==> src/rtl/audio_pkg.sv <==
// Shared constants and types for the I2S transmitter slice.
package audio_pkg;

    localparam int unsigned FRAME_BITS   = 32;
    localparam int unsigned SAMPLE_W     = 16;
    localparam int unsigned FIFO_LEVEL_W = 5;

    typedef logic [FRAME_BITS-1:0]   frame_word_t;
    typedef logic [FIFO_LEVEL_W-1:0] fifo_level_t;

    // Word select for a given bit slot: right channel covers slots 15..30, so
    // LRCLK leads each channel's MSB by one BCLK.
    function automatic logic ws_for_bit(input logic [4:0] b);
        return (b >= 5'd15) && (b <= 5'd30);
    endfunction

endpackage

==> src/rtl/audio_i2s_tx_if.sv <==
// Sample write port: one strobe carries a left/right pair into the FIFO.
interface audio_i2s_tx_if;
    import audio_pkg::*;

    logic signed [SAMPLE_W-1:0] sample_l;
    logic signed [SAMPLE_W-1:0] sample_r;
    logic                       sample_valid;

    modport master (output sample_l, output sample_r, output sample_valid);
    modport slave  (input  sample_l, input  sample_r, input  sample_valid);

endinterface

==> src/rtl/audio_sample_fifo.sv <==
// Stereo sample FIFO: power-of-two depth, write accepted when full if a read
// happens in the same cycle.
module audio_sample_fifo
    import audio_pkg::*;
#(
    parameter int unsigned DEPTH = 4
) (
    input  logic        clk,
    input  logic        reset,
    input  logic        wr,
    input  frame_word_t wr_data,
    input  logic        rd,
    output frame_word_t rd_data,
    output logic        full,
    output logic        empty,
    output fifo_level_t level
);

    localparam int unsigned PTR_W = (DEPTH > 1) ? $clog2(DEPTH) : 1;

    frame_word_t      mem [DEPTH];
    logic [PTR_W-1:0] wr_ptr_q;
    logic [PTR_W-1:0] rd_ptr_q;
    fifo_level_t      level_q;
    logic             do_rd;
    logic             do_wr;

    assign empty   = (level_q == '0);
    assign full    = (level_q == FIFO_LEVEL_W'(DEPTH));
    assign level   = level_q;
    assign rd_data = mem[rd_ptr_q];
    assign do_rd   = rd && !empty;
    assign do_wr   = wr && (!full || do_rd);

    // Storage array; contents need no reset since pointers define validity.
    always_ff @(posedge clk) begin
        if (do_wr) begin
            mem[wr_ptr_q] <= wr_data;
        end
    end

    // Pointer and occupancy bookkeeping; pointers wrap naturally.
    always_ff @(posedge clk) begin
        if (reset) begin
            wr_ptr_q <= '0;
            rd_ptr_q <= '0;
            level_q  <= '0;
        end else begin
            if (do_wr) wr_ptr_q <= wr_ptr_q + 1'b1;
            if (do_rd) rd_ptr_q <= rd_ptr_q + 1'b1;
            unique case ({do_wr, do_rd})
                2'b10:   level_q <= level_q + 1'b1;
                2'b01:   level_q <= level_q - 1'b1;
                default: level_q <= level_q;
            endcase
        end
    end

endmodule

==> src/rtl/audio_i2s_tx.sv <==
// I2S transmitter: sample FIFO, BCLK divider and 32-slot frame serializer.
module audio_i2s_tx
    import audio_pkg::*;
#(
    parameter int unsigned CLK_DIV    = 8,
    parameter int unsigned FIFO_DEPTH = 4
) (
    input  logic                  clk,
    input  logic                  reset,
    input  logic                  enable,
    audio_i2s_tx_if.slave         smp,
    input  logic                  status_clr,
    output logic                  i2s_bclk,
    output logic                  i2s_lrclk,
    output logic                  i2s_sdata,
    output fifo_level_t           fifo_level,
    output logic                  underflow,
    output logic                  overflow
);

    logic [7:0]  div_q;
    logic        bclk_q;
    logic        lrclk_q;
    logic        sdata_q;
    logic [4:0]  bit_q;
    frame_word_t word_q;
    logic        underflow_q;
    logic        overflow_q;

    logic        half_done;
    logic        fall;
    logic        frame_start;
    logic        pop;
    logic        drop;
    logic        uflow_set;
    logic [4:0]  bit_next;
    frame_word_t next_word;
    frame_word_t fifo_rd_data;
    logic        fifo_full;
    logic        fifo_empty;

    audio_sample_fifo #(
        .DEPTH (FIFO_DEPTH)
    ) u_fifo (
        .clk     (clk),
        .reset   (reset),
        .wr      (smp.sample_valid),
        .wr_data ({smp.sample_l, smp.sample_r}),
        .rd      (pop),
        .rd_data (fifo_rd_data),
        .full    (fifo_full),
        .empty   (fifo_empty),
        .level   (fifo_level)
    );

    assign half_done   = enable && (div_q == 8'(CLK_DIV - 1));
    assign fall        = half_done && bclk_q;
    assign bit_next    = bit_q + 5'd1;
    assign frame_start = fall && (bit_q == 5'd31);
    assign pop         = frame_start && !fifo_empty;
    // An empty FIFO at frame start replays the previous frame.
    assign next_word   = pop ? fifo_rd_data : word_q;
    assign uflow_set   = frame_start && fifo_empty;
    assign drop        = smp.sample_valid && fifo_full && !pop;

    // BCLK divider: toggle every CLK_DIV cycles while enabled, parked low otherwise.
    always_ff @(posedge clk) begin
        if (reset || !enable) begin
            div_q  <= '0;
            bclk_q <= 1'b0;
        end else if (half_done) begin
            div_q  <= '0;
            bclk_q <= ~bclk_q;
        end else begin
            div_q  <= div_q + 8'd1;
        end
    end

    // Serializer: slot index, word select and data all advance on BCLK falls.
    always_ff @(posedge clk) begin
        if (reset) begin
            bit_q   <= 5'd31;
            lrclk_q <= 1'b0;
            sdata_q <= 1'b0;
            word_q  <= '0;
        end else if (!enable) begin
            bit_q   <= 5'd31;
            lrclk_q <= 1'b0;
            sdata_q <= 1'b0;
        end else if (fall) begin
            bit_q   <= bit_next;
            lrclk_q <= ws_for_bit(bit_next);
            sdata_q <= next_word[5'd31 - bit_next];
            word_q  <= next_word;
        end
    end

    // Sticky status flags; a new event in the clearing cycle keeps the flag set.
    always_ff @(posedge clk) begin
        if (reset) begin
            underflow_q <= 1'b0;
            overflow_q  <= 1'b0;
        end else begin
            underflow_q <= uflow_set | (underflow_q & ~status_clr);
            overflow_q  <= drop | (overflow_q & ~status_clr);
        end
    end

    assign i2s_bclk  = bclk_q;
    assign i2s_lrclk = lrclk_q;
    assign i2s_sdata = sdata_q;
    assign underflow = underflow_q;
    assign overflow  = overflow_q;

endmodule

==> src/flat_wrapper.sv <==
// flat-port wrapper written by rule: the top's interface ports become plain ports
module audio_i2s_tx_flat import audio_pkg::*;
#(
    parameter int unsigned CLK_DIV    = 8,
    parameter int unsigned FIFO_DEPTH = 4
)
  (clk, reset, enable, status_clr, i2s_bclk, i2s_lrclk, i2s_sdata, fifo_level, underflow, overflow, smp_sample_l, smp_sample_r, smp_sample_valid);
  audio_i2s_tx_if smp_i ();
  input  logic clk;
  input  logic reset;
  input  logic enable;
  input  logic status_clr;
  output logic i2s_bclk;
  output logic i2s_lrclk;
  output logic i2s_sdata;
  output fifo_level_t fifo_level;
  output logic underflow;
  output logic overflow;
  input wire logic [$bits(smp_i.sample_l)-1:0] smp_sample_l;
  input wire logic [$bits(smp_i.sample_r)-1:0] smp_sample_r;
  input wire logic [$bits(smp_i.sample_valid)-1:0] smp_sample_valid;
  assign smp_i.sample_l = smp_sample_l;
  assign smp_i.sample_r = smp_sample_r;
  assign smp_i.sample_valid = smp_sample_valid;
  audio_i2s_tx #(.CLK_DIV(CLK_DIV), .FIFO_DEPTH(FIFO_DEPTH)) u_core (.clk(clk), .reset(reset), .enable(enable), .smp(smp_i), .status_clr(status_clr), .i2s_bclk(i2s_bclk), .i2s_lrclk(i2s_lrclk), .i2s_sdata(i2s_sdata), .fifo_level(fifo_level), .underflow(underflow), .overflow(overflow));
endmodule
==> config.mk <==
export PLATFORM = sky130hd
export DESIGN_NAME = audio_i2s_tx_flat
export DESIGN_NICKNAME = d
export VERILOG_FILES = /design/src/rtl/audio_pkg.sv /design/src/rtl/audio_i2s_tx_if.sv /design/src/rtl/audio_sample_fifo.sv /design/src/rtl/audio_i2s_tx.sv /design/src/flat_wrapper.sv
export SDC_FILE = /design/constraint.sdc
export NUM_CORES = 1
export LEC_CHECK = 0
export CAP_MARGIN = 20
export CORE_ASPECT_RATIO = 1.5
export CORE_UTILIZATION = 50
export DETAILED_ROUTE_END_ITERATION = 10
export GPL_TIMING_DRIVEN = 0
export PLACE_DENSITY_LB_ADDON = 0.1
export SYNTH_ARGS = -nofsm -noshare
export SYNTH_HDL_FRONTEND = slang
export SYNTH_SLANG_ARGS = --single-unit
export TNS_END_PERCENT = 50
==> constraint.sdc <==
create_clock -name clk -period 3.2 [get_ports clk]
set_input_delay 0.64 -clock clk [delete_from_list [all_inputs] [get_ports clk]]
set_output_delay 0.64 -clock clk [all_outputs]
set_load 0.01 [all_outputs]
==> results of run 1 <==
-- metrics by stage --
step | TNS, ns | cell area [sq um]
2_1_floorplan | 0 | 7480
3_3_place_gp | -134.06 | 8180
3_5_place_dp | -20.69 | 8280
4_1_cts | 0 | 8890
5_1_grt | 0 | 8920
6_report | 0 | 8920
-- metal layers --
layer / track usage [%] / vias up
met3: 3.50 / 16
met1: 25.7 / 2070
met4: 7.55 / 0
met5: 0 / -
met2: 35.3 / 75
li1: - / 1979
-- synth_stat cells, drive strengths merged (3+ instances only) --
| cell type | number | area (sq um) |
|---|---|---|
| edfxtp | 128 | 3840 |
| nor2 | 62 | 233 |
| dfxtp | 61 | 1220 |
| mux4 | 32 | 721 |
| mux2i | 28 | 280 |
| nand2 | 17 | 63.8 |
| a21oi | 16 | 83.8 |
| nand3 | 16 | 80.1 |
| inv | 12 | 45.0 |
| buf | 11 | 75.1 |
| ha | 11 | 138 |
| xnor2 | 10 | 87.6 |
| clkbuf | 9 | 33.8 |
| xor2 | 9 | 78.8 |
| a22oi | 7 | 52.6 |
| and2 | 6 | 37.5 |
| o21ai | 6 | 30.0 |
| and3 | 4 | 25.0 |
| nand4 | 4 | 25.0 |
| nor2b | 4 | 25.0 |
| a211oi | 3 | 22.5 |
| a31oi | 3 | 18.8 |
| nand2b | 3 | 18.8 |
| o211ai | 3 | 22.5 |
| or3 | 3 | 18.8 |
-- worst max-delay path by stage --
stage	cells past startpoint	end	startpoint
floorplan	12	u_core.u_fifo.level[4]$_SDFFE_PP0P_	u_core.bit_q[0]$_SDFFE_PP1N_
global route	14	u_core.u_fifo.level[4]$_SDFFE_PP0P_	u_core.bit_q[1]$_SDFFE_PP1N_
CTS	14	u_core.u_fifo.level[4]$_SDFFE_PP0P_	u_core.bit_q[0]$_SDFFE_PP1N_
finish	14	u_core.u_fifo.level[4]$_SDFFE_PP0P_	u_core.bit_q[0]$_SDFFE_PP1N_
global placement	5	u_core.u_fifo.mem[0][3]$_DFFE_PP_	enable
detailed placement	12	u_core.u_fifo.level[4]$_SDFFE_PP0P_	enable
-- worst max-delay path, cell delays in order (launching register included) --
cell,delay [ns]
dfxtp_2,0.40
ha_2,0.24
and3_1,0.17
ha_1,0.17
and2_2,0.21
o2111ai_4,0.19
nor2_4,0.19
inv_1,0.09
fa_1,0.41
inv_1,0.07
a21o_1,0.11
a21oi_1,0.07
mux2_2,0.28
xor2_1,0.13
nor2_1,0.05
-- power by group through the flow --
stage	Combinational, mW	Sequential (mW)	Clock (mW)
2_1_floorplan	0.109	2.77	0
3_3_place_gp	0.219	2.77	0
3_5_place_dp	0.245	2.78	0
4_1_cts	0.246	2.72	2.14
5_1_grt	0.261	2.73	2.23
6_report	0.241	2.72	2.10
-- cell families after synthesis --
group                    count (synthesis)  synth area share, %
XOR/XNOR                                19                 2.22
multiplexers                            61                 13.5
buffers and inverters                   32                 2.06
flip-flops                             189                 67.7
adder cells (fa/ha/maj)                 12                 2.11
AO/OA/AOI/OAI                           48                 4.57
AND/OR/NAND/NOR                        124                 7.83
-- registers in the layout (all words and copies together), names as in the netlist, named ones only --
signal                  cells
u_core.i2s_sdata            1
u_core.i2s_lrclk            1
u_core.overflow             1
u_core.bit_q                5
u_core.u_fifo.level         5
u_core.underflow            1
u_core.word_q              32
u_core.i2s_bclk             1
u_core.u_fifo.mem         128
u_core.u_fifo.rd_ptr_q      2
u_core.u_fifo.wr_ptr_q      2
u_core.div_q                8
-- final cells by class --
cell class,instances,area (sq um)
Clock buffer,21,462
Buffer,20,109
Fill cell,1155,5670
Tap cell,196,245
Inverter,12,45.0
Multi-Input combinational cell,264,2300
Timing Repair Buffer,51,561
Clock inverter,11,130
Sequential cell,189,5070
-- timing repair --
item	4_1_cts	5_1_grt
buffers inserted	2	0
pin swaps	1	1
endpoints found under the setup margin	1	18
hold buffers	0	0
gates resized for setup	3	5
==> results.toml, run 1 <==
[pwr]
p_leak_nw = 3.21
comb_power_share_pct = 4.8
power_mw = 5.06
p_seq_share_pct = 53.8
pwr-share-clk_pct = 41.5
power_switching_mw = 1.04
switching_share_pct = 20.6
power_density_mw_per_mm2 = 567
power.internal_mw = 4.02
vdd_ir_drop_max_mv = 0.302

[worst_setup_path]
r2r_end = "u_core.u_fifo.level[4]$_SDFFE_PP0P_"
reg2reg_depth = 14
worst-r2r-setup-slack_ns = 0.28
required_ns = 3.49
cp_max_fo = 8
cp-end-kind = "register"
path_class = "reg2reg"
critPathArrivalTime_ns = 3.21
r2r-start = "u_core.bit_q[0]$_SDFFE_PP1N_"
cp-start-kind = "register"

[synthesis]
avgSynthCellArea_sq_um = 15.4
synth_cell_type_count = 45
synth_edf_count = 128
synth-main-ff-cell = "edfxtp_1"
syn_nets = 534
yosysSeqAreaShare_pct = 67.7
syn-cell-area_sq_mm = 0.00748
synth_seq_cells = 189
async_flop_share_pct = 0
synth_cells = 485
synth-warning-count = 0

[run_status]
status = "finished clean"

[sta]
slew_viol_final = 0
fin_crit_sh_pct = 91.3
fin_crit_ns = 2.92
rsz0062_at_grt = "no"
fmax_ghz = 0.342
hold_ws_ns = 0.459
hold_viol = 0
setup_violations = 0
fin_skew_ns = 0.0112
maxSlewHeadroom_pct = 41.7
fin_ws_ns = 0.278
worstMarginPinSlew_ns = 0.875

[run]
max-cap-violations = 0

[global_route]
grt.overflow.total = 0
grt_antenna_before_repair = 0
grt_max_degree = 27
grt_pass1_vias = 4322
groute.usage.overall_pct = 20.5
grt_pass1_wl_microns = 23100

[cells_and_area]
drive_gt1_share_pct = 16.4
finalNonFillerCells = 764
nNetsFinal = 604
areaGrowthSynthToFinish_pct = 19.2
final_cell_mix = "edfxtp_1 (128), nor2_1 (61), dfxtp_1 (60)"
post-route-util_pct = 61.1
layout_commonest_cell = "edfxtp_1"
diodes = 0

[placement]
port_buffers = 45
place_ws_ns = -0.377
dp_hpwl_microns = 9820
place.gp.congestion = 0.825
placedCellCount = 730

[clock_tree]
clock_latency_ns = 0.43
root_buffer = "clkbuf_16"
h-tree-depth = 4
cts_buffers = 17
clk_pin_slew_ns = 0.07
cts_tree = "done"
ctsLongestPathBuffers = 2
cts_sinks = 189

[route]
routed_wl_microns = 14300
drc = 0
met2_length_microns = 7770
wl_per_cell_microns = 18.7
met3WireLength_microns = 405
via_per_inst = 5.42
via_count = 4140
drtAntennaViolNets = 0
wl_met1_microns = 5890
dr.pass1.iters = 4
highest_layer = "met4"
first_iter_violations = 203

[min_path]
holdPathEnd = "u_core.div_q[0]$_SDFF_PP0_"
min_path_cells = 1
hold_path_class = "reg2reg"
min_from = "u_core.div_q[0]$_SDFF_PP0_"

[floorplanning]
core-area_sq_mm = 0.0146
die_h_microns = 152
ioPinCount = 47
rows = 54
start_util_pct = 51.3
die-area_sq_mm = 0.0155
fp.dieW_microns = 102
No activity file was read; power rests on OpenSTA's default activity.
==> run 2, diff against run 1 <==
- SYNTH_HIERARCHICAL: unset -> 1
==> run 2 against run 1 <==
Effect of this change: combinational power up 27%; routed wire length is 8.9% higher; cell count grew 6.8%; via count grew 11%; power up 1.0%; cell area up 6.2%; critical path type unchanged; clock skew down 0.0011 ns; sequential share of layout area down 3.1 points; setup slack lost 0.22 ns; clock-buffer cell count shrank 3.
==> results.toml, run 2 <==
[run_status]
status = "finished clean"

[placement]
dp_hpwl_microns = 10200
place_ws_ns = -0.883
place_area_sq_mm = 0.00858
place.gp.congestion = 0.851
placedCellCount = 774
port_buffers = 46

[cells_and_area]
post-route-util_pct = 62.6
fillers = 1166
areaGrowthSynthToFinish_pct = 21.7
largest_reg_flops = 128
final_cell_mix = "edfxtp_1 (128), nand2_1 (60), dfxtp_1 (53)"
layout_commonest_cell = "edfxtp_1"
diodes = 0
drive_gt1_share_pct = 23.7
reg_top3 = "u_core/u_fifo/mem x128, u_core/word_q x32, u_core/div_q x8"
ff_latch_area_sq_mm = 0.00508
finalNonFillerCells = 816
nNetsFinal = 653
multiInputGateArea_sq_mm = 0.00273
top_register = "u_core/u_fifo/mem"
fin_area_sq_mm = 0.00947

[sta]
worstMarginPinSlew_ns = 0.800
fin_crit_sh_pct = 98.3
fin_skew_ns = 0.0101
hold_ws_ns = 0.449
fin_ws_ns = 0.0550
setup_violations = 0
maxSlewHeadroom_pct = 46.3
fin_crit_ns = 3.14
tns_ns = 0
fmax_ghz = 0.318
hold_viol = 0
slew_viol_final = 0

[route]
drc = 0
dr.pass1.iters = 4
wl_per_cell_microns = 19.1
drtAntennaViolNets = 0
first_iter_violations = 291
routed_wl_microns = 15600
via_count = 4601
via_per_inst = 5.64

[synthesis]
syn_nets = 576
synth_edf_count = 128
syn-cell-area_sq_mm = 0.00778
synth_cell_type_count = 62
yosysTopAreaCell = "edfxtp_1"
synth_top_area_share_pct = 49.4
yosysSeqAreaShare_pct = 65.1
synth-warning-count = 6
async_flop_share_pct = 0
synth_cells = 527
ys_top_cells_by_area = "edfxtp_1 (49%), dfxtp_1 (16%), mux4_2 (11%), nand2_1 (2.9%), ha_1 (1.8%)"
synth-main-ff-cell = "edfxtp_1"
synth_most_common_cell = "edfxtp_1"
synth_commonest_cells = "edfxtp_1 (128), dfxtp_1 (61), nand2_1 (60)"
avgSynthCellArea_sq_um = 14.8
synth_seq_cells = 189

[worst_setup_path]
path_class = "reg2reg"
r2r-start = "u_core/div_q[0]$_SDFF_PP0_"
worst-r2r-setup-slack_ns = 0.06
required_ns = 3.51
cp-end-kind = "register"
critPathArrivalTime_ns = 3.45
crit_start = "u_core/div_q[0]$_SDFF_PP0_"
path_cells = "ha_4 > or4bb_4 > or3_4 > clkinv_8 > buf_12 > nor2b_4 > o21ai_4 > fa_2 > nand2b_4 > a2111oi_4 > mux2i_1 > o311ai_1"
cpMaxStageDelayCell = "or4bb_4"
cp_max_fo = 7
reg2reg_depth = 12
r2r_end = "u_core/u_fifo/level[4]$_SDFFE_PP0P_"
cp-start-kind = "register"
critPathMaxStageDelay_ns = 0.53

[global_route]
grt.overflow.total = 0
grt_antenna_before_repair = 0
grt_pass1_wl_microns = 24700
groute.usage.overall_pct = 20.7
grt_pass1_vias = 4692
grt_max_degree = 33

[clock_tree]
cts_sinks = 189
ctsLongestPathBuffers = 2
clk_pin_slew_ns = 0.07
h-tree-depth = 4
clock_latency_ns = 0.43
ctsHoldBuffers = 0
cts_buffers = 17
cts_tree = "done"
root_buffer = "clkbuf_16"

[floorplanning]
die-area_sq_mm = 0.0161
start_util_pct = 51.4
fp.dieW_microns = 104
rows = 55
core-area_sq_mm = 0.0151
ioPinCount = 47
die_h_microns = 155

[min_path]
hold_path_class = "reg2reg"
min_from = "u_core/div_q[0]$_SDFF_PP0_"
min_path_cells = 1
holdPathEnd = "u_core/div_q[0]$_SDFF_PP0_"

[pwr]
power_density_mw_per_mm2 = 540
vdd_ir_drop_max_mv = 0.412
power_mw = 5.11
p_leak_nw = 3.14

[run]
max-cap-violations = 0
==> run 2: cell types whose count changed in the layout (fill, tap and decap cells not counted), sizes merged, moves of 6 or more <==
cell / delta
mux2: +6
nor2: -32
mux4: +7
nand2: +43
a22oi: -7
mux2i: -22
a21oi: +11
==> run 2: how the worst max path moves through the flow <==
| stage | to | slack [ns] | depth (start not counted) |
|---|---|---|---|
| 2_1_floorplan | u_core/u_fifo/mem[2][0]$_DFFE_PP_ | -0.11 | 8 |
| 3_3_place_gp | u_core/u_fifo/mem[2][31]$_DFFE_PP_ | -1.50 | 8 |
| 3_5_place_dp | u_core/u_fifo/level[4]$_SDFFE_PP0P_ | -0.88 | 13 |
| 4_1_cts | u_core/u_fifo/level[4]$_SDFFE_PP0P_ | 0.004 | 16 |
| 5_1_grt | u_core/u_fifo/level[4]$_SDFFE_PP0P_ | -0.03 | 16 |
| 6_report | u_core/u_fifo/level[4]$_SDFFE_PP0P_ | 0.06 | 12 |
==> run 2: worst max-delay path: cells and delay by family (launching register included) <==
| family | cells | cell delay (ns) |
|---|---|---|
| adders and majority gates | 2 | 0.56 |
| AOI/OAI and AO/OA | 3 | 0.51 |
| buffers and inverters | 2 | 0.19 |
| and+or+nand+nor | 4 | 1.26 |
| DFF | 1 | 0.37 |
| muxes | 1 | 0.14 |
==> run 2: final cells by class <==
type	count	share of cell area, %
sequential	189	53.7
multi-input combinational	299	28.8
timing repair buffer	61	6.56
clock buffer	18	4.53
tap	199	2.63
clock inverter	14	1.65
buffer	22	1.47
inverter	14	0.713
==> run 2: routing by layer <==
metal  routed length, microns  vias to the layer above  share of wire, %  track usage (%)
met1                     6310                     2319                41             23.7
met4                      490                        0               3.1             9.93
li1                         -                     2157                 -                -
met5                        0                        -                 0                0
met3                      595                       25               3.8             4.68
met2                     8160                      100                52             36.8
==> run 2: logic make-up after synthesis <==
logic type | share of synthesized area (%)
compound gates | 6.14
xor+xnor | 1.91
fa+ha+maj | 2.03
buf+inv | 2.46
flops | 65.1
mux | 13.1
simple gates | 9.29
==> run 2: repair_timing <==
| item | CTS | global route |
|---|---|---|
| pin swaps | 6 | 7 |
| setup endpoints to repair | 123 | 5 |
| resized for setup | 24 | 32 |
| setup buffers | 7 | 5 |
| cloned | 1 | 0 |
==> run 2: report_power, final <==
part	internal [mW]	total (mW)	leakage, nW	switching (mW)
Combinational	0.140	0.305	1.18	0.165
Sequential	2.70	2.73	1.67	0.0294
Clock	1.17	2.08	0.287	0.909
Total	4.01	5.11	3.14	1.10
